==> src/rtl/fetch_stage_if.sv <==
// fetch_stage_if: instruction-memory req/ready bus (master: imem_req/imem_addr out, imem_ready/imem_rdata in)
interface fetch_stage_if;
  logic        imem_req;
  logic [31:0] imem_addr;
  logic        imem_ready;
  logic [31:0] imem_rdata;
  modport master (output imem_req, output imem_addr, input imem_ready, input imem_rdata);
  modport slave (input imem_req, input imem_addr, output imem_ready, output imem_rdata);
endinterface

==> src/rtl/fetch_stage.sv <==
// fetch_stage: IF stage with PC, imem req/ready fetch, one-word skid buffer and IF/ID latch (ports: clk, reset, stall, redirect, redirect_target, imem bus, ID_Instruction/ID_PC/ID_valid, PC)
module fetch_stage #(
  parameter logic [31:0] RESET_PC  = 32'h0000_0000,
  parameter logic [31:0] NOP_INSTR = 32'h0000_0000
) (
  input  logic                 clk,
  input  logic                 reset,
  input  logic                 stall,
  input  logic                 redirect,
  input  logic [31:0]          redirect_target,
  fetch_stage_if.master        imem,
  output logic [31:0]          ID_Instruction,
  output logic [31:0]          ID_PC,
  output logic                 ID_valid,
  output logic [31:0]          PC
);
  localparam logic [1:0] FETCH = 2'd0, HOLD = 2'd1, DRAIN = 2'd2;
  logic [1:0]  r_state;
  logic        r_armed;
  logic [31:0] r_pc, r_drain_addr, r_buf, r_id_instr, r_id_pc;
  logic        r_id_valid;
  logic        w_req, w_ready;
  logic [31:0] w_addr, w_target;
  assign w_req    = !reset && r_armed && (r_state == FETCH || r_state == DRAIN);
  assign w_ready  = w_req && imem.imem_ready;
  assign w_addr   = r_state == DRAIN ? r_drain_addr : r_pc;
  assign w_target = redirect_target & ~32'h3;
  assign imem.imem_req  = w_req;
  assign imem.imem_addr = w_addr;
  assign ID_Instruction = r_id_instr;
  assign ID_PC          = r_id_pc;
  assign ID_valid       = r_id_valid;
  assign PC             = r_pc;
  always_ff @(posedge clk) begin
    if (reset) begin
      r_state      <= FETCH;
      r_armed      <= 1'b0;
      r_pc         <= RESET_PC;
      r_drain_addr <= 32'h0;
      r_buf        <= 32'h0;
      r_id_instr   <= NOP_INSTR;
      r_id_pc      <= 32'h0;
      r_id_valid   <= 1'b0;
    end else begin
      r_armed <= 1'b1;
      if (r_state > DRAIN) begin
        r_state    <= FETCH;
        r_id_instr <= NOP_INSTR;
        r_id_pc    <= 32'h0;
        r_id_valid <= 1'b0;
      end else if (redirect) begin
        r_pc         <= w_target;
        r_buf        <= 32'h0;
        r_id_instr   <= NOP_INSTR;
        r_id_pc      <= 32'h0;
        r_id_valid   <= 1'b0;
        r_state      <= (w_req && !w_ready) ? DRAIN : FETCH;
        r_drain_addr <= w_addr;
      end else if (r_state == FETCH) begin
        if (w_ready && stall) begin
          r_buf   <= imem.imem_rdata;
          r_state <= HOLD;
        end else if (w_ready) begin
          r_id_instr <= imem.imem_rdata;
          r_id_pc    <= r_pc;
          r_id_valid <= 1'b1;
          r_pc       <= r_pc + 32'd4;
        end
      end else if (r_state == HOLD) begin
        if (!stall) begin
          r_id_instr <= r_buf;
          r_id_pc    <= r_pc;
          r_id_valid <= 1'b1;
          r_pc       <= r_pc + 32'd4;
          r_state    <= FETCH;
        end
      end else if (w_ready) begin
        r_state <= FETCH;
      end
    end
  end
endmodule
==> src/flat_wrapper.sv <==
// flat-port wrapper written by rule: the top's interface ports become plain ports
module fetch_stage_flat 
#(
  parameter logic [31:0] RESET_PC  = 32'h0000_0000,
  parameter logic [31:0] NOP_INSTR = 32'h0000_0000
)
  (clk, reset, stall, redirect, redirect_target, ID_Instruction, ID_PC, ID_valid, PC, imem_imem_req, imem_imem_addr, imem_imem_ready, imem_imem_rdata);
  fetch_stage_if imem_i ();
  input  logic clk;
  input  logic reset;
  input  logic stall;
  input  logic redirect;
  input  logic [31:0] redirect_target;
  output logic [31:0] ID_Instruction;
  output logic [31:0] ID_PC;
  output logic ID_valid;
  output logic [31:0] PC;
  output wire logic [$bits(imem_i.imem_req)-1:0] imem_imem_req;
  output wire logic [$bits(imem_i.imem_addr)-1:0] imem_imem_addr;
  input wire logic [$bits(imem_i.imem_ready)-1:0] imem_imem_ready;
  input wire logic [$bits(imem_i.imem_rdata)-1:0] imem_imem_rdata;
  assign imem_imem_req = imem_i.imem_req;
  assign imem_imem_addr = imem_i.imem_addr;
  assign imem_i.imem_ready = imem_imem_ready;
  assign imem_i.imem_rdata = imem_imem_rdata;
  fetch_stage #(.RESET_PC(RESET_PC), .NOP_INSTR(NOP_INSTR)) u_core (.clk(clk), .reset(reset), .stall(stall), .redirect(redirect), .redirect_target(redirect_target), .imem(imem_i), .ID_Instruction(ID_Instruction), .ID_PC(ID_PC), .ID_valid(ID_valid), .PC(PC));
endmodule
==> config.mk <==
export PLATFORM = sky130hd
export DESIGN_NAME = fetch_stage_flat
export DESIGN_NICKNAME = d
export VERILOG_FILES = /design/src/rtl/fetch_stage_if.sv /design/src/rtl/fetch_stage.sv /design/src/flat_wrapper.sv
export SDC_FILE = /design/constraint.sdc
export NUM_CORES = 1
export LEC_CHECK = 0
export CELL_PAD_IN_SITES_DETAIL_PLACEMENT = 1
export CELL_PAD_IN_SITES_GLOBAL_PLACEMENT = 2
export CORE_MARGIN = 2
export CORE_UTILIZATION = 29
export CTS_BUF_LIST = sky130_fd_sc_hd__clkbuf_16
export CTS_CLUSTER_SIZE = 28
export DETAILED_ROUTE_END_ITERATION = 12
export PLACE_DENSITY = 0.91
export SETUP_SLACK_MARGIN = 0.4
export SYNTH_ARGS = -nofsm -noshare
export SYNTH_HDL_FRONTEND = slang
export SYNTH_SLANG_ARGS = --single-unit
==> constraint.sdc <==
create_clock -name clk -period 2.3 [get_ports clk]
set_input_delay 0.23 -clock clk [delete_from_list [all_inputs] [get_ports clk]]
set_output_delay 0.23 -clock clk [all_outputs]
set_load 0.01 [all_outputs]
==> results of run 1 <==
## kinds of logic after synthesis
group / Yosys count / share of synthesized area (%)
simple gates: 304 / 19.8
compound gates: 215 / 21.4
flops: 160 / 43.2
buf+inv: 91 / 6.07
mux: 66 / 9.37
fa+ha+maj: 1 / 0.169
other cells: 1 / 0.0505
## how the worst min path moves through the flow
stage                                         startpoint                                   end  slack [ps]  cells past startpoint
floorplan                                imem_imem_ready        u_core.r_state[1]$_SDFFE_PP0P_         350                      1
global placement    u_core.r_drain_addr[18]$_SDFFE_PP0P_  u_core.r_drain_addr[18]$_SDFFE_PP0P_         440                      2
detailed placement  u_core.r_drain_addr[31]$_SDFFE_PP0P_  u_core.r_drain_addr[31]$_SDFFE_PP0P_         450                      2
CTS                                                reset            u_core.PC[25]$_SDFFE_PP0P_         180                      2
global route                                       reset            u_core.PC[25]$_SDFFE_PP0P_         180                      2
finish                                             reset            u_core.PC[25]$_SDFFE_PP0P_         180                      2
## worst register-to-register path, stage by stage (launching register included)
cell,delay (ps)
dfxtp_1,400
nand4_4,220
or4_4,640
nor4_4,320
a21oi_2,80
o31ai_2,180
## synthesized netlist by cell type, types with 4 or more instances
library cell    n  share of area, %
a211oi_1        7              0.71
a211oi_2       29               4.9
a21oi_1        76               5.1
a22o_1         35               4.1
a22oi_1        10               1.0
a31oi_1         8              0.67
and3_1          9              0.76
buf_1           4              0.20
buf_2          32               2.2
buf_4           6              0.61
buf_6           6              0.91
clkbuf_1       36               1.8
dfxtp_1       160                43
inv_1           6              0.30
mux2_2         28               4.2
mux2i_1        38               5.1
nand2_1       155               7.8
nand3_1        17               1.1
nand4_1        13               1.1
nor2_1         64               3.2
nor3_1          7              0.47
nor4_1          5              0.42
o211ai_1        4              0.40
o21ai_0        16               1.1
o31ai_1         4              0.40
or4_1           5              0.51
## power by group through the flow
stage               registers (mW)  logic [mW]  clock network [mW]
global placement              2.99       0.977                   0
finish                        2.95        1.10                2.79
floorplan                     2.98       0.491                   0
global route                  2.96        1.17                2.97
CTS                           2.94        1.06                2.85
detailed placement            3.00       0.991                   0
## per-stage QoR
stage	area (sq um)	setup WS, ps	power [mW]	instances	hold slack [ps]
2_1_floorplan	7430	540	3.47	841	349
3_3_place_gp	9860	119	3.97	1332	438
3_5_place_dp	9860	101	3.99	1332	448
4_1_cts	10700	233	6.85	1379	183
6_report	11000	258	6.83	1397	181
5_1_grt	11000	201	7.10	1397	179
## cell type report
type                    count  area (sq um)
repair buffers            279          2770
well taps                 330           413
fillers                  2845         14200
clock inverters            15           141
clock buffers              17           425
inverters                   6          25.0
flip-flops and latches    160          3240
multi-input cells         590          4020
## layout by cell type (no fill, tap or decap), drive strengths merged, types with 4 or more instances in the layout
| cell | instances |
|---|---|
| nor4 | 10 |
| mux2 | 28 |
| o21ai | 19 |
| a21oi | 76 |
| a22oi | 10 |
| mux2i | 38 |
| and3 | 9 |
| clkdlybuf4s50 | 157 |
| or4 | 5 |
| a211oi | 36 |
| nor2 | 65 |
| a31oi | 8 |
| nand2 | 155 |
| inv | 16 |
| a22o | 35 |
| dfxtp | 160 |
| o211ai | 4 |
| clkbuf | 19 |
| nor3 | 9 |
| buf | 117 |
| conb | 4 |
| o31ai | 5 |
| nand4 | 15 |
| nand3 | 19 |
## sequential cells by signal (all words and copies together) (netlist names)
name,flops
u_core.r_drain_addr,32
u_core.ID_Instruction,32
u_core.r_buf,32
u_core.r_armed,1
u_core.PC,30
u_core.ID_valid,1
u_core.ID_PC,30
u_core.r_state,2
## routing by layer
| metal | routed length, um | GRT usage, % | vias up |
|---|---|---|---|
| met1 | 12300 | 26.5 | 3577 |
| met5 | 0 | 0 | - |
| met3 | 1290 | 3.64 | 28 |
| met4 | 398 | 4.86 | 0 |
| li1 | - | - | 3422 |
| met2 | 13700 | 33.5 | 219 |
## repair_timing
| action | in CTS | in global routing |
|---|---|---|
| cloned | 4 | 1 |
| gates resized for setup | 191 | 36 |
| buffers inserted | 11 | 17 |
| endpoints found under the setup margin | 71 | 57 |
| pin swaps | 4 | 15 |
==> metrics, run 1 <==
crit path cell chain=inv_4 -> nor2_4 -> buf_12 -> buf_8 -> buf_12 -> buf_16 -> mux2_4 -> buf_6; WS Path Type=flip-flop to output pin; WL final=~28000 um; Root Driver=clkbuf_16; CTS Hold Bufs=0; ANT nets after route=0; worst-path fanout max=6; worst r2r src=u_core.PC[9]$_SDFFE_PP0P_; # IOs=slightly below 200; status=finished, final reports clean; HP Class=input pin to flip-flop; max_slew headroom=around 58%; dpl hpwl=about 18000 um; vias in the first global route=~7300; sequential share of power=between 40% and 50%; core area=~25000 sq um; routed via count=7246; PortBufs=~190; NumNets Final=between 1000 and 1500; Synth Instances=between 800 and 900; Worst Tran Pin Value=about 620 ps; WL per Instance=around 20 um; Setup crit start=u_core.r_state[1]$_SDFFE_PP0P_; CP most frequent cell=buf_12; Post-synth ARST share=0%; Worst-Skew Late Latency=roughly 430 ps; switching share of total power=29.3%; CP Launch Type=flip-flop; first-pass GRT wire length=between 40000 and 50000 um; Largest stage delay, worst path=370 ps; family with the most delay on the worst path=buffers and inverters; worst vdd ir=0.356 mV; CP endpoint=imem_imem_addr[19]; Worst setup EP type=output pin; via/cell ratio=between 5 and 6; number of synthesized flops with an enable pin=0; GRT overflow=0; H-tree Lvls=4; ys flop type=dfxtp_1; final core occ=43.8%; register bit total from synthesis=160; WP depth=8; Syn. warnings=0; fmax=between 400 and 500 MHz; fraction of layout instances using a drive strength above 1=approximately 25%; fin crit share=between 80% and 90%; CTS max path bufs=2; # DRC=0; endpoints failing hold=0; LEAKAGE=4.21 nW; Initial Util=between 20 and 30%; GPL Wtd Cong=around 0.84; 1st-iter DRT viols=474; clk slew on worst S/H paths=70 ps; Worst Skew=11.7 ps; Switch Pwr=~2.0 mW; FF-to-FF path depth=5; worst path required time=between 2000 and 2500 ps; max-slew violation count=0; setup repair after global routing missed its margin=yes; Arr. time, crit path=around 1800 ps; power share of the clock group=approximately 41%; PD cells=between 600 and 700 nW/um^2; post-synth cell types=63; Avg Cell Area, Syn=between 8 and 9 sq um; total CTS buffers=17; Comb power frac=16.0%; reg2reg setup slack=about 370 ps; final setup violating endpoints=0; largest net degree at the start of global routing=42; Die H=164 um; Pre-Repair DR Iteration Count=5; die extent in x=roughly 160 um; DIE AREA=26900 sq um; diode count=0; Slowest-stage cell, CP=dfxtp_2; RR Endpoint=u_core.PC[18]$_SDFFE_PP0P_; synthesis-to-finish area growth=48.6%; WP buf/inv=6; Seq/Total Area, Yosys=approximately 43%; std cell rows=58; Overall Global Routing Usage=approximately 20%; Max-cap violations=0; Setup TNS=0 ps; CTS tree=yes; P_int=between 4 and 5 mW; Netlist Area Pre-Place=between 7000 and 8000 sq um; Tmin final=about 2000 ps; initial antenna violation count=0; clk sinks=160
No activity file was read; power rests on OpenSTA's default activity.
==> run 2: changes to the inputs <==
--- a/config.mk
+++ b/config.mk
@@ -12,6 +12,7 @@
 export CTS_BUF_LIST = sky130_fd_sc_hd__clkbuf_16
 export CTS_CLUSTER_SIZE = 28
 export DETAILED_ROUTE_END_ITERATION = 12
+export GPL_ROUTABILITY_DRIVEN = 1
 export PLACE_DENSITY = 0.91
 export SETUP_SLACK_MARGIN = 0.4
 export SYNTH_ARGS = -nofsm -noshare
==> results of run 2 <==
The final DEF is identical to that of run 1; final timing and power are the same.
==> run 3: changes to the inputs <==
--- a/config.mk
+++ b/config.mk
@@ -7,7 +7,7 @@
 export LEC_CHECK = 0
 export CELL_PAD_IN_SITES_DETAIL_PLACEMENT = 1
 export CELL_PAD_IN_SITES_GLOBAL_PLACEMENT = 2
-export CORE_MARGIN = 2
+export CORE_MARGIN = 3
 export CORE_UTILIZATION = 29
 export CTS_BUF_LIST = sky130_fd_sc_hd__clkbuf_16
 export CTS_CLUSTER_SIZE = 28
==> run 3 against run 2 <==
Sequential share of layout area decreased by 0.073 points. Register-to-register slack better by 120 ps. Die area rose by 2.5%. Largest power group unchanged. Routed wire length down 3.7%.
==> metrics, run 3 (same netlist as run 1, synthesis figures left out) <==
status=finished, final reports clean; 1st-iter DRT viols=412 (-13%); most common cell after layout, fill and taps aside=clkdlybuf4s50_1; WS Path Type=flip-flop to output pin; commonest non-fill, non-tap cells in the layout=clkdlybuf4s50_1, nand2_1, dfxtp_1; total CTS buffers=17 (unchanged); core area=24700 sq um (-1.7%); Die H=166 um (+1.2%); LEAKAGE=4.16 nW (-1.1%); # DRC=0 (unchanged); P_int=4.89 mW (+1.2%); hold_ws=152 ps (-28.3 ps); std cell rows=57 (-1.7%); GRT overflow=0 (unchanged); Placed Instances=1324 (-0.60%); WL final=26700 um (-3.7%); first-pass GRT wire length=42200 um (+0.78%); Post-Route M1 WL=12200 um (-0.93%); Worst Tran Pin Value=613 ps (-11.2 ps); Arr. time, crit path=1820 ps (about the same); NumNets Final=1116 (-0.71%); worst vdd ir=0.526 mV (+48%); metal3 WL=1080 um (-16%); Worst-Skew Late Latency=420 ps (about the same); worst-path fanout max=5 (-1); initial antenna violation count=2 (+2); Comb power frac=15.9% (about the same); worst path required time=2070 ps (about the same); sequential share of power=42.3% (-0.8 points); CTS tree=yes; WL per Instance=19.3 um (-2.8%); setup ws final=255 ps (-3.74 ps); clk sinks=160 (unchanged); # IOs=199 (unchanged); endpoints failing hold=0 (unchanged); Overall Power=6.95 mW (+1.6%); area of the multi-input gates=3990 sq um (-0.81%); DIE AREA=27500 sq um (+2.5%); CTS max path bufs=2 (unchanged); die extent in x=166 um (+1.2%); pre-CTS setup slack=54.4 ps (-46.2 ps); vias in the first global route=7364 (+0.71%); Finished Cell Area=11000 sq um (about the same); Max Used Layer=met4; PD cells=630 nW/um^2 (+1.6%); Post-DP Area=9870 sq um (about the same); final core occ=44.5% (+0.76 points); Max-cap violations=0 (unchanged); Pre-Repair DR Iteration Count=4 (-1); Switch Pwr=2.05 mW (+2.5%); register area=3230 sq um (-0.27%); HP Class=input pin to flip-flop; switching share of total power=29.6% (+0.26 points); power share of the clock group=41.8% (+0.9 points); GPL Wtd Cong=0.788 (-6.4%); fillcell total=2808 (-1.3%); met2 WL=13100 um (-4.6%); Worst Skew=10.7 ps (-0.952 ps); synthesis-to-finish area growth=48.5% (about the same); max_slew headroom=59.1% (+0.85 points); via/cell ratio=5.16 (-0.59%); Worst setup EP type=output pin; Overall Global Routing Usage=18.9% (-1.1 points); Setup TNS=0 ps (unchanged); CP Launch Type=flip-flop; H-tree Lvls=4 (unchanged); dpl hpwl=17900 um (-1.7%); setup repair after global routing missed its margin=yes; Initial Util=30.0% (+0.52 points); ANT nets after route=0 (unchanged); Tmin final=2050 ps (+3.74 ps); final setup violating endpoints=0 (unchanged); fmax=489 MHz (-0.18%); PortBufs=192 (unchanged); final cell count without fillers=1384 (-0.93%); fin crit share=88.9% (+0.16 points); largest net degree at the start of global routing=60 (+43%); clk slew on worst S/H paths=70 ps (about the same); Root Driver=clkbuf_16; fraction of layout instances using a drive strength above 1=23.6% (-1.4 points); max-slew violation count=0 (unchanged); routed via count=7136 (-1.5%)
run 3: per-layer routing:
layer  up-vias  global-route usage (%)
li1       3413                       -
met1      3538                    25.0
met2       170                    31.7
met3        15                    4.02
met4         0                    4.27
met5         -                       0
run 3: cell type report:
cell class,instances,area share (%)
Clock inverter,15,1.68
Sequential cell,160,29.3
Multi-Input combinational cell,590,36.2
Tap cell,324,3.68
Inverter,6,0.227
Clock buffer,17,3.86
Timing Repair Buffer,271,25.1
Antenna cell,1,0.0227
run 3: path summary, 6_finish.rpt:
path	from	end	slack, ps	depth (start not counted)
max reg2reg	u_core.PC[7]$_SDFFE_PP0P_	u_core.PC[29]$_SDFFE_PP0P_	490	5
min	reset	u_core.r_armed$_DFF_P_	150	2
max	u_core.r_state[1]$_SDFFE_PP0P_	imem_imem_addr[30]	250	8
min reg2reg	u_core.ID_PC[8]$_SDFFE_PP0P_	u_core.ID_PC[8]$_SDFFE_PP0P_	450	2
run 3: power groups by stage:
stage	Combinational (mW)	Sequential [mW]	Clock (mW)
after floorplan	0.491	2.98	0
after global placement	0.986	2.99	0
after detailed placement	1.00	2.99	0
after CTS	1.08	2.93	2.99
after global routing	1.19	2.95	3.13
final	1.11	2.94	2.90
run 3: worst max-delay path: stages, from the launching register on:
cell,delay [ps]
dfxtp_2,360
inv_4,40
nor2_4,130
buf_6,130
buf_6,90
buf_12,100
buf_16,120
mux2_4,300
buf_6,120
run 3: timing repair:
item	4_1_cts	5_1_grt
buffers inserted	16	7
gates cloned	3	1
resized for setup	189	44
endpoints found under the setup margin	81	59
hold buffers	0	0
pin swaps	4	8
==> edit 1, RTL diff (settings of run 3) <==
Make the reset (`reset`) asynchronous in one clocked block.
--- a/src/rtl/fetch_stage.sv
+++ b/src/rtl/fetch_stage.sv
@@ -32,5 +32,5 @@
   assign ID_valid       = r_id_valid;
   assign PC             = r_pc;
-  always_ff @(posedge clk) begin
+  always_ff @(posedge clk or posedge reset) begin
     if (reset) begin
       r_state      <= FETCH;
Formal check against the unedited RTL: differs if reset is asserted again (counterexample within 4 cycles, from zero or initial values and one cycle with reset high); with reset held inactive, the same outputs for 4 cycles.
==> edit 1 against run 3 <==
- via count increased by 6.8%
- sequential share of layout area rose by 1.9 points
- wire length up 23%
- worst setup slack got worse by 0.13 ns
- cell area is 18% higher
- area after synthesis rose by 8.4%
- sequential cell count is 1 higher
- cell count up 5.0%
- critical path type is now register to register
- critical endpoint is now u_core.ID_valid
Power is not compared: it rests on default switching activity, and its combinational part moved more than twofold at a synthesized area within 25%.
==> edit 1: results (changes against run 3) <==
The instance area after placement came to 0.01071 mm2 (+8.5%). The data arrival at the endpoint of the critical path came out at 2.50 ns (+0.68 ns). The level count of the clock H-tree was 4 (unchanged).

The unique cell type count in the Yosys netlist is 64 (+1.6%). The TritonCTS buffer count came out at 17 (unchanged). The root buffer cell chosen for the clock tree is clkbuf_16. The initial antenna violation count was 1 (-1). The proportion of register bits with asynchronous set or reset after synthesis is 100.0% (+100 points). The final antenna diode count was 0 (-1). The final wirelength came out at 32.68 mm (+23%). The count of yosys warnings during synthesis is 0 (unchanged). The share of synthesized area occupied by flip-flops and latches came out at 50.07% (+6.9 points). The HPWL after detailed placement came out at 18.94 mm (+5.8%). The flow ran to the end, and the final reports show no timing, DRC or antenna violations. The maximum clock skew at final layout is 0.01545 ns (+0.004751 ns). The met1 routing resource usage after global routing came out at 25.34% (+0.33 points).

Yosys attributes the largest share of cell area to dfrtp_1 50%, mux2_2 12%, o21ai_0 5.6%. The post-detailed-route DRC marker count is 0 (unchanged). In this design, the largest share of critical-path delay is due to buffers and inverters. The routed via count came out at 7624 (+6.8%). The wire length of the first global-routing pass came to 45.63 mm (+8.2%).

The worst slack at placement is 0.09977 ns (+0.04536 ns). The tightest min-delay check is of the input pin to register type. The number of DRC markers in iteration 0 is 619 (+50%). The maximum resistive drop on vdd is around 0.52 mV. The max-cap check violation count came out at 0 (unchanged).

The clock transition at the registers of the reported paths came out at 0.07 ns (about the same). The number of I/O port buffers was 194 (+1.0%). The largest incremental delay on the critical path is 0.45 ns (+0.09 ns).

The global routing met2 resource utilization came to 31.60% (-0.14 points). The number of nets in the layout came to 1145 (+2.6%). The count of TritonRoute iterations in the first routing pass is 5 (+1). The maximum number of pins on one net before global-route repair came out at 65 (+8.3%). The number of failing setup endpoints in the final timing report came out at 0 (unchanged). The peak fanout along the critical path came out at 5 (unchanged).

The routability-driven placement congestion ratio is 0.8254 (+4.7%). The worst slew margin relative to its limit was 59.70% (+0.58 points). The via count of the first global-routing pass came out at 7767 (+5.5%). The maximum count of clock buffers along a single path is 2 (unchanged). The source-to-sink clock delay at the later pin of the worst-skew pair came out at 0.44 ns (+0.02 ns). The slowest cell on the critical path is dfrtp_2. In this run the static leakage power is 0.005638 uW. By count the netlist is led by 161 x dfrtp_1, 90 x o21ai_0, 86 x nand3_1, 84 x mux2_2, 71 x inv_1. The met3 usage in global routing is 4.721% (+0.70 points). The share of cells above drive strength 1 is 32.47% (+8.9 points).

The overall fraction of global-route tracks in use came out at 19.31% (+0.42 points).
## edit 1: cell count changes after synthesis, sizes merged, moves of 38 or more
cell   delta
dfrtp   +161
dfxtp   -160
nand2   -109
o21ai    +74
nand3    +68
inv      +66
mux2     +57
a21oi    -53
nor2     -38
## edit 1: power breakdown
part           switching (uW)  internal [uW]
clock network            1350           1530
registers                 756           3670
logic                    3360           3990
total                    5470           9200
## edit 1: path summary, 6_finish.rpt
| check | startpoint | endpoint | slack (ns) | depth (start not counted) |
|---|---|---|---|---|
| worst min register to register | u_core.r_drain_addr[22] | u_core.r_drain_addr[22] | 0.48 | 2 |
| worst max-delay path | u_core.r_state[1] | u_core.ID_valid | 0.13 | 8 |
| worst min-delay path | redirect | u_core.r_state[0] | 0.26 | 3 |
| min in group asynchronous | reset | u_core.r_buf[12] | 0.31 | 2 |
| max in group asynchronous | reset | u_core.PC[7] | 1.32 | 3 |
| worst max register to register | u_core.r_state[1] | u_core.ID_valid | 0.13 | 8 |
## edit 1: per-layer routing
layer,vias to the layer above,share of wire [%]
met5,-,0.037
met4,2,1.7
met3,45,5.7
met2,275,49
met1,3920,44
li1,3382,-
## edit 1: kinds of logic (layout without fill, tap and decap cells)
| family | count (synthesis) | after routing | share of synthesized area (%) |
|---|---|---|---|
| compound gates | 193 | 194 | 15.53 |
| flops | 161 | 161 | 50.07 |
| other cells | 2 | 3 | 0.09333 |
| buf+inv | 140 | 415 | 7.495 |
| fa+ha+maj | 7 | 7 | 1.088 |
| mux | 86 | 86 | 12.02 |
| simple gates | 215 | 215 | 13.70 |
## edit 1: cell type report
type	count	area [um2]
clock buffers	17	425.4
clock inverters	14	147.6
fillers	2906	14140
inverters	72	279.0
multi-input cells	505	4031
flip-flops and latches	161	4038
well taps	372	465.4
repair buffers	312	3570
## edit 1: repair_timing
item,CTS,global route
pin swaps,9,36
cloned,7,16
setup buffers,21,25
endpoints found under the setup margin,157,196
gates resized for setup,219,171
## edit 1: per-stage QoR
stage          hold WS, ns  total power (uW)  cells
2_1_floorplan       0.3532              6971    805
3_3_place_gp        0.4520              9736   1353
3_5_place_dp        0.4606              9912   1353
4_1_cts             0.1950             13310   1412
5_1_grt             0.2764             15420   1453
6_report            0.2644             14660   1453
## edit 1: worst min-delay path: stages
cell	delay (ns)
buf_2	0.15
nor2_1	0.16
o2bb2ai_1	0.10
==> edit 2, RTL diff (config.mk and constraints of run 3) <==
Made on the original files. The localparam `HOLD` goes from 2'd1 to 2'd0.
--- a/src/rtl/fetch_stage.sv
+++ b/src/rtl/fetch_stage.sv
@@ -15,5 +15,5 @@
   output logic [31:0]          PC
 );
-  localparam logic [1:0] FETCH = 2'd0, HOLD = 2'd1, DRAIN = 2'd2;
+  localparam logic [1:0] FETCH = 2'd0, HOLD = 2'd0, DRAIN = 2'd2;
   logic [1:0]  r_state;
   logic        r_armed;
Function: changed (a bounded check fails within 4 cycles, from zero or initial values and one cycle with reset high).
==> edit 2 against run 3 <==
- clock skew down 0.0028 ns
- sequential cell count fell by 33
- critical endpoint is now imem_imem_addr[6]
- area after synthesis shrank 24%
- cell area down 20%
- total power decreased by 19%
- critical path type unchanged
- combinational power shrank 27%
- count of clock-buffer cells in the layout is the same
- wire length decreased by 20%
- worst setup slack better by 0.15 ns
- sequential share of layout area decreased by 0.29 points
==> edit 2: results (changes against run 3) <==
The flow ran to the end, and the final reports show no timing, DRC or antenna violations. The slack of the worst reg-to-reg path came out at 0.43 ns (-0.06 ns). The leakage power total came out at 0.003257 uW (-22%). The mean post-synth cell area came out at 7.849 um2 (-11%). The routability-driven placement congestion ratio is 0.8014 (+1.7%). The commonest cells after synthesis are 210 x nand2_1, 127 x dfxtp_1, 93 x a21oi_1, 45 x clkbuf_1, 27 x nor2_1.

The instance area after placement is 0.008095 mm2 (-18%). The clock network fraction of total power is 44.1% (+2.3 points). The share of cells above drive strength 1 came out at 15.80% (-7.8 points). The number of nets in the layout is 996 (-11%). The number of I/O port buffers is 192 (unchanged). The instance count along the most critical hold path is 3 (+1). The number of DRC markers in iteration 0 came out at 228 (-45%). Yosys attributes the largest share of cell area to dfxtp_1 45%, nand2_1 14%, a21oi_1 8.3%.

Among all flip-flop cells after synthesis, the most frequent one is dfxtp_1. The count of TritonRoute iterations in the first routing pass was 4 (unchanged). The maximum count of clock buffers along a single path is 2 (unchanged). The unique cell type count in the Yosys netlist is 52 (-17%). The number of cell instances on the worst register-to-register path came out at 5 (unchanged). The number of setup buffers added after CTS is 8 (-8). The TritonCTS buffer count came out at 17 (unchanged). The share of synthesized area occupied by flip-flops and latches came out at 45.12% (+2.0 points). The maximum resistive drop on vdd is 0.5204 mV (-1.1%). At the later pin of the worst-skew pair, clock insertion delay measures roughly 0.41 ns. The fraction of power spent switching nets came out at 25.01% (-4.6 points). The initial antenna violation count came out at 2 (unchanged). The worst hold slack across all endpoints is 0.3622 ns (+0.2100 ns). The HPWL after detailed placement came to 14.65 mm (-18%).

The level count of the clock H-tree is 4 (unchanged). The largest incremental delay on the critical path came out at between 0.3 and 0.4 ns. The kind of cell adding the most delay to the critical path is buffers and inverters.

The via count of the first global-routing pass was 5964 (-19%). The number of cells in the design after placement is 1153 (-13%). The clock network power consumption came out at 2490 uW (-14%). In this run the critical register-to-register path is launched from u_core.PC[2]. The endpoint of the lowest-slack register-to-register path is u_core.PC[18]. The count of yosys warnings during synthesis came to 0 (unchanged).

For hold timing, the worst endpoint is u_core.ID_Instruction[18]. The wire length of the first global-routing pass is 33.49 mm (-21%). Among all stages on the critical path, the largest delay is contributed by dfxtp_4. The post-cts resize count is 34 (-82%). The number of vias per cell after detailed routing came out at 4.932 (-4.3%). The maximum number of pins on one net before global-route repair came out at 51 (-15%). The clock transition at the registers of the reported paths came to 0.05 ns (-0.02 ns). The maximum clock skew at final layout is 0.007907 ns (-0.002796 ns). The routed wire length per instance is 17.73 um (-8.0%). The worst slack at placement is 0.1703 ns (+0.1159 ns). The overall fraction of global-route tracks in use came out at 19.67% (+0.78 points). In this run the worst hold path is classified as input pin to register. The final wirelength came out at 21.24 mm (-20%).

The combinational group power is 815 uW (-27%). The peak fanout along the critical path is 13 (+8). The startpoint identified for the worst hold timing path is imem_imem_rdata[18].
[edit 2: changes by cell type in the layout (fill, tap and decap cells not counted), sizes merged, moves of 12 or more]
cell,change
mux2i,-38
a22o,-35
dlygate4sd2,+12
dfxtp,-33
a211oi,-27
nand2,+55
nor2,-38
a21oi,+17
buf,-51
[edit 2: final cells by class]
type	instances	area [um2]
Antenna cell	1	2.502
Clock buffer	17	425.4
Clock inverter	13	107.6
Fill cell	2270	10030
Inverter	9	37.54
Multi-Input combinational cell	520	2884
Sequential cell	127	2567
Tap cell	260	325.3
Timing Repair Buffer	251	2509
[edit 2: kinds of logic after synthesis]
| group | count (synthesis) | share of synthesized area (%) |
|---|---|---|
| compound gates | 150 | 16.21 |
| xor+xnor | 8 | 1.243 |
| fa+ha+maj | 1 | 0.2220 |
| buf+inv | 74 | 5.395 |
| flops | 127 | 45.12 |
| mux | 26 | 5.195 |
| other cells | 1 | 0.06654 |
| simple gates | 331 | 26.55 |
[edit 2: worst max-delay path by stage]
| stage | from | endpoint | slack [ns] | cells after the start |
|---|---|---|---|---|
| 6_report | u_core.r_state[1] | imem_imem_addr[6] | 0.41 | 4 |
| 5_1_grt | u_core.r_state[1] | imem_imem_addr[6] | 0.29 | 4 |
| 4_1_cts | u_core.r_state[1] | imem_imem_addr[9] | 0.23 | 3 |
| 3_5_place_dp | imem_imem_ready | u_core.PC[14] | 0.17 | 6 |
| 3_3_place_gp | imem_imem_ready | u_core.PC[14] | 0.21 | 6 |
| 2_1_floorplan | u_core.PC[5] | u_core.PC[25] | 0.35 | 6 |
[edit 2: metal layers]
metal	part of all wire (%)	GRT usage (%)	wire length, um	vias to the layer above
met4	1.1	5.271	231	2
met3	5.8	6.260	1230	23
met1	45	25.23	9641	2859
li1	-	-	-	2886
met2	48	32.13	10120	139
met5	0.061	0	13	-
